===== src/rtl/uart_alu_pkg.sv =====
// Shared definitions for the UART-driven ALU command sequencer.
package uart_alu_pkg;

  typedef enum logic [2:0] {
    S_IDLE     = 3'd0,
    S_GET_B    = 3'd1,
    S_GET_OP   = 3'd2,
    S_EXEC     = 3'd3,
    S_WAIT_ALU = 3'd4,
    S_SEND_HI  = 3'd5,
    S_SEND_LO  = 3'd6,
    S_SEND_ERR = 3'd7
  } state_t;

  localparam logic [7:0] ERR_CODE_DEFAULT  = 8'hEE;
  // Only the low two bits may be set in a legal opcode byte.
  localparam logic [7:0] OPCODE_VALID_MASK = 8'hFC;

  function automatic logic opcode_ok(input logic [7:0] op_byte);
    return (op_byte & OPCODE_VALID_MASK) == 8'h00;
  endfunction

endpackage


===== src/rtl/byte_timeout.sv =====
// Inter-byte idle timer: counts enabled cycles since the last clear and
// flags when CYCLES-1 is reached.
module byte_timeout #(
  parameter int unsigned CYCLES = 208000
) (
  input  logic clk,
  input  logic rst_n,
  input  logic clr,
  input  logic en,
  output logic expired
);

  localparam int unsigned W = ($clog2(CYCLES) < 1) ? 1 : $clog2(CYCLES);
  localparam logic [W-1:0] LAST = W'(CYCLES - 1);

  logic [W-1:0] count;

  assign expired = (count == LAST);

  // NOTE: sequential state is written with non-blocking assignments only, so
  // every flop samples pre-edge values regardless of block ordering.
  always_ff @(posedge clk or negedge rst_n) begin
    if (!rst_n) begin
      count <= '0;
    end else if (clr) begin
      count <= '0;
    end else if (en && !expired) begin
      count <= count + 1'b1;
    end
  end

endmodule


===== src/rtl/uart_alu_sequencer.sv =====
// Collects operand A, operand B and opcode bytes from a UART receiver, runs the
// external ALU and returns the 16-bit result (or an error byte) over UART TX.
module uart_alu_sequencer
  import uart_alu_pkg::*;
#(
  parameter int unsigned TIMEOUT_CYCLES = 208000,
  parameter logic [7:0]  ERR_CODE       = ERR_CODE_DEFAULT
) (
  input  logic        clk,
  input  logic        rst_n,
  input  logic [7:0]  rx_data,
  input  logic        rx_valid,
  input  logic        rx_frame_err,
  output logic [7:0]  alu_a,
  output logic [7:0]  alu_b,
  output logic [1:0]  alu_op,
  output logic        alu_start,
  input  logic        alu_done,
  input  logic [15:0] alu_result,
  output logic [7:0]  tx_data,
  output logic        tx_start,
  input  logic        tx_busy,
  output logic [2:0]  state,
  output logic        overrun,
  output logic        err
);

  state_t      cur_state, nxt_state;
  logic [15:0] result;
  logic        issued;
  logic        in_cmd, in_body, byte_ok, op_bad, expired;
  logic        in_send, send_fire, send_done;

  assign in_cmd  = (cur_state == S_IDLE) || (cur_state == S_GET_B) || (cur_state == S_GET_OP);
  assign in_body = (cur_state == S_GET_B) || (cur_state == S_GET_OP);
  assign byte_ok = in_cmd && rx_valid && !rx_frame_err;
  assign op_bad  = (cur_state == S_GET_OP) && byte_ok && !opcode_ok(rx_data);
  assign in_send = (cur_state == S_SEND_HI) || (cur_state == S_SEND_LO) || (cur_state == S_SEND_ERR);

  assign send_fire = in_send && !issued && !tx_busy;
  // The cycle carrying tx_start is skipped so a transmitter that raises busy
  // one clock late is not mistaken for an idle line.
  assign send_done = in_send && issued && !tx_start && !tx_busy;

  assign state = cur_state;

  byte_timeout #(.CYCLES(TIMEOUT_CYCLES)) u_timeout (
    .clk     (clk),
    .rst_n   (rst_n),
    .clr     (byte_ok || !in_body),
    .en      (in_body),
    .expired (expired)
  );

  always_ff @(posedge clk or negedge rst_n) begin
    if (!rst_n) cur_state <= S_IDLE;
    else        cur_state <= nxt_state;
  end

  // NOTE: every output of this block gets a default first, so no path can
  // leave it unassigned and infer a latch.
  always_comb begin
    nxt_state = cur_state;
    case (cur_state)
      S_IDLE: begin
        if (rx_frame_err)  nxt_state = S_SEND_ERR;
        else if (rx_valid) nxt_state = S_GET_B;
      end
      S_GET_B: begin
        if (rx_frame_err)  nxt_state = S_SEND_ERR;
        else if (rx_valid) nxt_state = S_GET_OP;
        else if (expired)  nxt_state = S_IDLE;
      end
      S_GET_OP: begin
        if (rx_frame_err)  nxt_state = S_SEND_ERR;
        else if (rx_valid) nxt_state = opcode_ok(rx_data) ? S_EXEC : S_SEND_ERR;
        else if (expired)  nxt_state = S_IDLE;
      end
      S_EXEC:     nxt_state = S_WAIT_ALU;
      S_WAIT_ALU: if (alu_done)  nxt_state = S_SEND_HI;
      S_SEND_HI:  if (send_done) nxt_state = S_SEND_LO;
      S_SEND_LO:  if (send_done) nxt_state = S_IDLE;
      S_SEND_ERR: if (send_done) nxt_state = S_IDLE;
      default:    nxt_state = S_IDLE;
    endcase
  end

  always_comb begin
    tx_data = 8'h00;
    case (cur_state)
      S_SEND_HI:  tx_data = result[15:8];
      S_SEND_LO:  tx_data = result[7:0];
      S_SEND_ERR: tx_data = ERR_CODE;
      default:    tx_data = 8'h00;
    endcase
  end

  always_ff @(posedge clk or negedge rst_n) begin
    if (!rst_n) begin
      alu_a     <= 8'h00;
      alu_b     <= 8'h00;
      alu_op    <= 2'b00;
      alu_start <= 1'b0;
      tx_start  <= 1'b0;
      issued    <= 1'b0;
      result    <= 16'h0000;
      overrun   <= 1'b0;
      err       <= 1'b0;
    end else begin
      alu_start <= (cur_state == S_EXEC);
      tx_start  <= send_fire;
      issued    <= send_fire || (issued && !send_done);

      if (byte_ok) begin
        case (cur_state)
          S_IDLE:   alu_a <= rx_data;
          S_GET_B:  alu_b <= rx_data;
          S_GET_OP: if (opcode_ok(rx_data)) alu_op <= rx_data[1:0];
          default:  ;
        endcase
      end

      if ((cur_state == S_WAIT_ALU) && alu_done) result <= alu_result;
      if (rx_valid && !in_cmd)                   overrun <= 1'b1;
      if ((in_cmd && rx_frame_err) || op_bad)    err <= 1'b1;
    end
  end

endmodule


===== config.mk =====
export PLATFORM = sky130hd
export DESIGN_NAME = uart_alu_sequencer
export DESIGN_NICKNAME = d
export VERILOG_FILES = /design/src/rtl/uart_alu_pkg.sv /design/src/rtl/byte_timeout.sv /design/src/rtl/uart_alu_sequencer.sv
export SDC_FILE = /design/constraint.sdc
export NUM_CORES = 1
export LEC_CHECK = 0
export BUFFER_PORTS_ARGS = -buffer_cell sky130_fd_sc_hd__buf_4
export CAP_MARGIN = 20
export CORE_MARGIN = 5
export CORE_UTILIZATION = 45
export DETAILED_ROUTE_END_ITERATION = 10
export PLACE_DENSITY_LB_ADDON = 0.25
export SLEW_MARGIN = 10
export SYNTH_ARGS = -nofsm -noshare
export SYNTH_HDL_FRONTEND = slang
export SYNTH_SLANG_ARGS = --single-unit

===== constraint.sdc =====
create_clock -name clk -period 2.04 [get_ports clk]
set_input_delay 0.408 -clock clk [delete_from_list [all_inputs] [get_ports clk]]
set_output_delay 0.408 -clock clk [all_outputs]
set_load 0.1 [all_outputs]

==> run_results.csv <==
group,metric,value,unit
die,die_h,88.8,um
layout,final_nets,354,
grt,grt_max_degree,37,
place,port_buffers,62,
outcome,status,"finished, final reports clean",
timing,fmax,0.504,GHz
layout,fillCellCount,481,
detailed_routing,drc_errors,0,
run,maxCapViolCount,0,
yosys,synth_top_family_by_area,"simple AND/OR/NAND/NOR gates",
layout,final_cells,403,
critical_path,required,1630,ps
grt,antenna_found_initial,0,
place,dp.cells,385,
worst_hold_path,hp-class,"in2async",
place,placed_area,0.00353,mm^2
die,die_area,0.00788,mm^2
clock_tree,hold_buffers,0,
clock_tree,cts_root_buf,"clkbuf_8",
critical_path,start_kind,"flop",
detailed_routing,wl_per_cell,15.2,um
layout,final_area,0.00382,mm^2
layout,insertedDiodeCount,0,
yosys,yosys-top-cells-area,"dfrtp_1, mux2_2, nor2_1, nand2_1, xor2_1",
yosys,synth-seq-cells,60,
critical_path,critPathBufInv,1,
detailed_routing,dr.pass1.iters,4,
timing,period_needed,1980,ps
timing,worst_slew_pin_slew,470,ps
timing,fin_crit_sh,97.3,%
grt,grt_pass1_wl,10500,um
critical_path,critPathKind,"reg2out",
timing,fin_skew,6.45,ps
clock_tree,clock-sinks,60,
critical_path,crit_path_end_kind,"output pin",
grt,grt_pass1_vias,2183,
clock_tree,clk_latency,330,ps
die,rows,28,
critical_path,worstPathMaxFanout,15,
timing,relSlewSlack,68.7,%
detailed_routing,ant_nets,0,
timing,slew_viol_final,0,
die,initial_core_util,46.6,%
grt,grt_usage,17.5,%
detailed_routing,drtIter0Drc,84,
critical_path,cp_cell_sequence,"nor2b_2 > a22oi_2 > nor2_4 > buf_6",
yosys,ys_seq_area_share,53.8,%
die,ioPinCount,63,
yosys,synth.top_cell.area_share,53.8,%
layout,area_delta_synth_final,36.8,%
yosys,synth.distinct_cells,45,
die,design.core.area,0.00599,mm^2
yosys,synth_compound_gate_area_share,9.01,%
timing,setup_viol,0,
grt,grt_overflow_total,0,
yosys,muxShareOfSynthArea,14.8,%
yosys,synth-xor-area-share,4.08,%
detailed_routing,route.vias.total,2126,
yosys,synthFlopType,"dfrtp_1",
layout,drive_gt1_share,48.5,%
detailed_routing,wl,6130,um
critical_path,cp_slowest_cell,"dfrtp_4",
timing,hold_viol,0,
yosys,ys_warn_count,0,
yosys,synth-async-reset-ratio,100,%
critical_path,cpPeakStageDelay,550,ps
clock_tree,cts_tree,"yes",
critical_path,arrival,1580,ps
clock_tree,clkTransAtPathRegs,70,ps
yosys,syn_nets,278,
critical_path,startpoint,"state[1]",
place,gp_congestion,0.772,
die,die_w,88.8,um
yosys,syn-instance-count,247,
yosys,synth_enable_flop_cells,0,
place,dp_hpwl,4390,um
clock_tree,ctsLongestPathBuffers,2,
yosys,synthSimpleGateAreaFrac,15.9,%
detailed_routing,routed_via_density,5.28,
clock_tree,htree_num_levels,3,
yosys,synthAdderAreaFrac,0.448,%
critical_path,critical-path-top-delay-family,"flip-flops",
clock_tree,cts_made_buffers,9,
yosys,yosys.area.top_type,"dfrtp_1",
yosys,netlist_area,0.00279,mm^2
yosys,syn_avg_cell_area,11.3,um^2
critical_path,reg2reg_from,"u_timeout.count[0]",
layer usage:
layer  track usage (%)  vias to the layer above  wire (um)
li1                  -                     1032          -
met1              23.3                     1043       2750
met2              26.7                       43       3000
met3              5.59                        8        294
met4              6.59                        0         85
met5                 0                        -          0
synth_stat cells, types with 4 or more instances:
cell type / number
xnor2_1: 6
clkbuf_1: 5
nand2_1: 18
mux2_2: 35
xor2_1: 7
a21oi_1: 10
nor2_1: 25
nand4_1: 5
dfrtp_1: 60
inv_1: 4
o21ai_0: 12
nand3_1: 5
or3_1: 5
layout by cell type, fill, tap and decap left out, types with 4 or more instances in the layout:
| cell type | instances |
|---|---|
| xor2_1 | 7 |
| nor2_1 | 23 |
| o21ai_1 | 4 |
| xnor2_1 | 6 |
| buf_6 | 5 |
| clkbuf_8 | 11 |
| clkinvlp_4 | 4 |
| nand2_1 | 12 |
| a21oi_4 | 6 |
| dfrtp_1 | 57 |
| nand2_2 | 6 |
| nand3_1 | 5 |
| inv_1 | 4 |
| nand4_1 | 5 |
| mux2_2 | 35 |
| a21oi_1 | 4 |
| buf_4 | 65 |
| o21ai_0 | 6 |
| or3_1 | 5 |
path summary, 6_finish.rpt:
check,end,slack [ps],depth (start not counted)
max,tx_data[0],60,4
min,u_timeout.count[14],20,1
max reg2reg,u_timeout.count[16],170,6
min reg2reg,tx_start,450,1
max in group asynchronous,alu_op[1],1470,2
min in group clk,result[14],300,2
through the flow:
step	util [%]	setup slack [ps]	hold slack, ps	TNS [ps]
2_1_floorplan	-	-67.0	112	-448
3_3_place_gp	58.9	184	404	0
3_5_place_dp	58.9	172	402	0
4_1_cts	63.0	9.67	34.4	0
5_1_grt	63.8	-27.2	52.4	-49.2
6_report	63.8	55.3	20.3	0
state kept, by name, indices dropped and copies added, names as in the netlist:
register	count
u_timeout.count	18
result	16
alu_a	8
alu_b	8
state	3
alu_op	2
alu_start	1
err	1
issued	1
overrun	1
tx_start	1
area by class of cell:
cell class,count,area (um^2),share of cell area [%]
flip-flops and latches,60,1510,39.6
multi-input cells,174,1370,36.0
repair buffers,74,614,16.1
clock buffers,11,151,3.96
well taps,75,93.8,2.46
clock inverters,5,60.1,1.57
inverters,4,15.0,0.393
cells by family (layout without fill, tap and decap cells):
family                     count (synthesis)  count (layout)
AOI/OAI and AO/OA                         40              40
DFF                                       60              60
xor gates and xnor gates                  13              13
and+or+nand+nor                           83              83
muxes                                     37              37
adders and majority gates                  1               1
buffers and inverters                     13              94
repair_timing:
| item | 4_1_cts | 5_1_grt |
|---|---|---|
| buffers inserted | 0 | 2 |
| pin swaps | 0 | 0 |
| setup endpoints to repair | 8 | 8 |
| resized for setup | 10 | 7 |
Power is left out: the tool's default activity adds up to more than one toggle a clock period on the data nets, which glitch-free logic cannot reach.
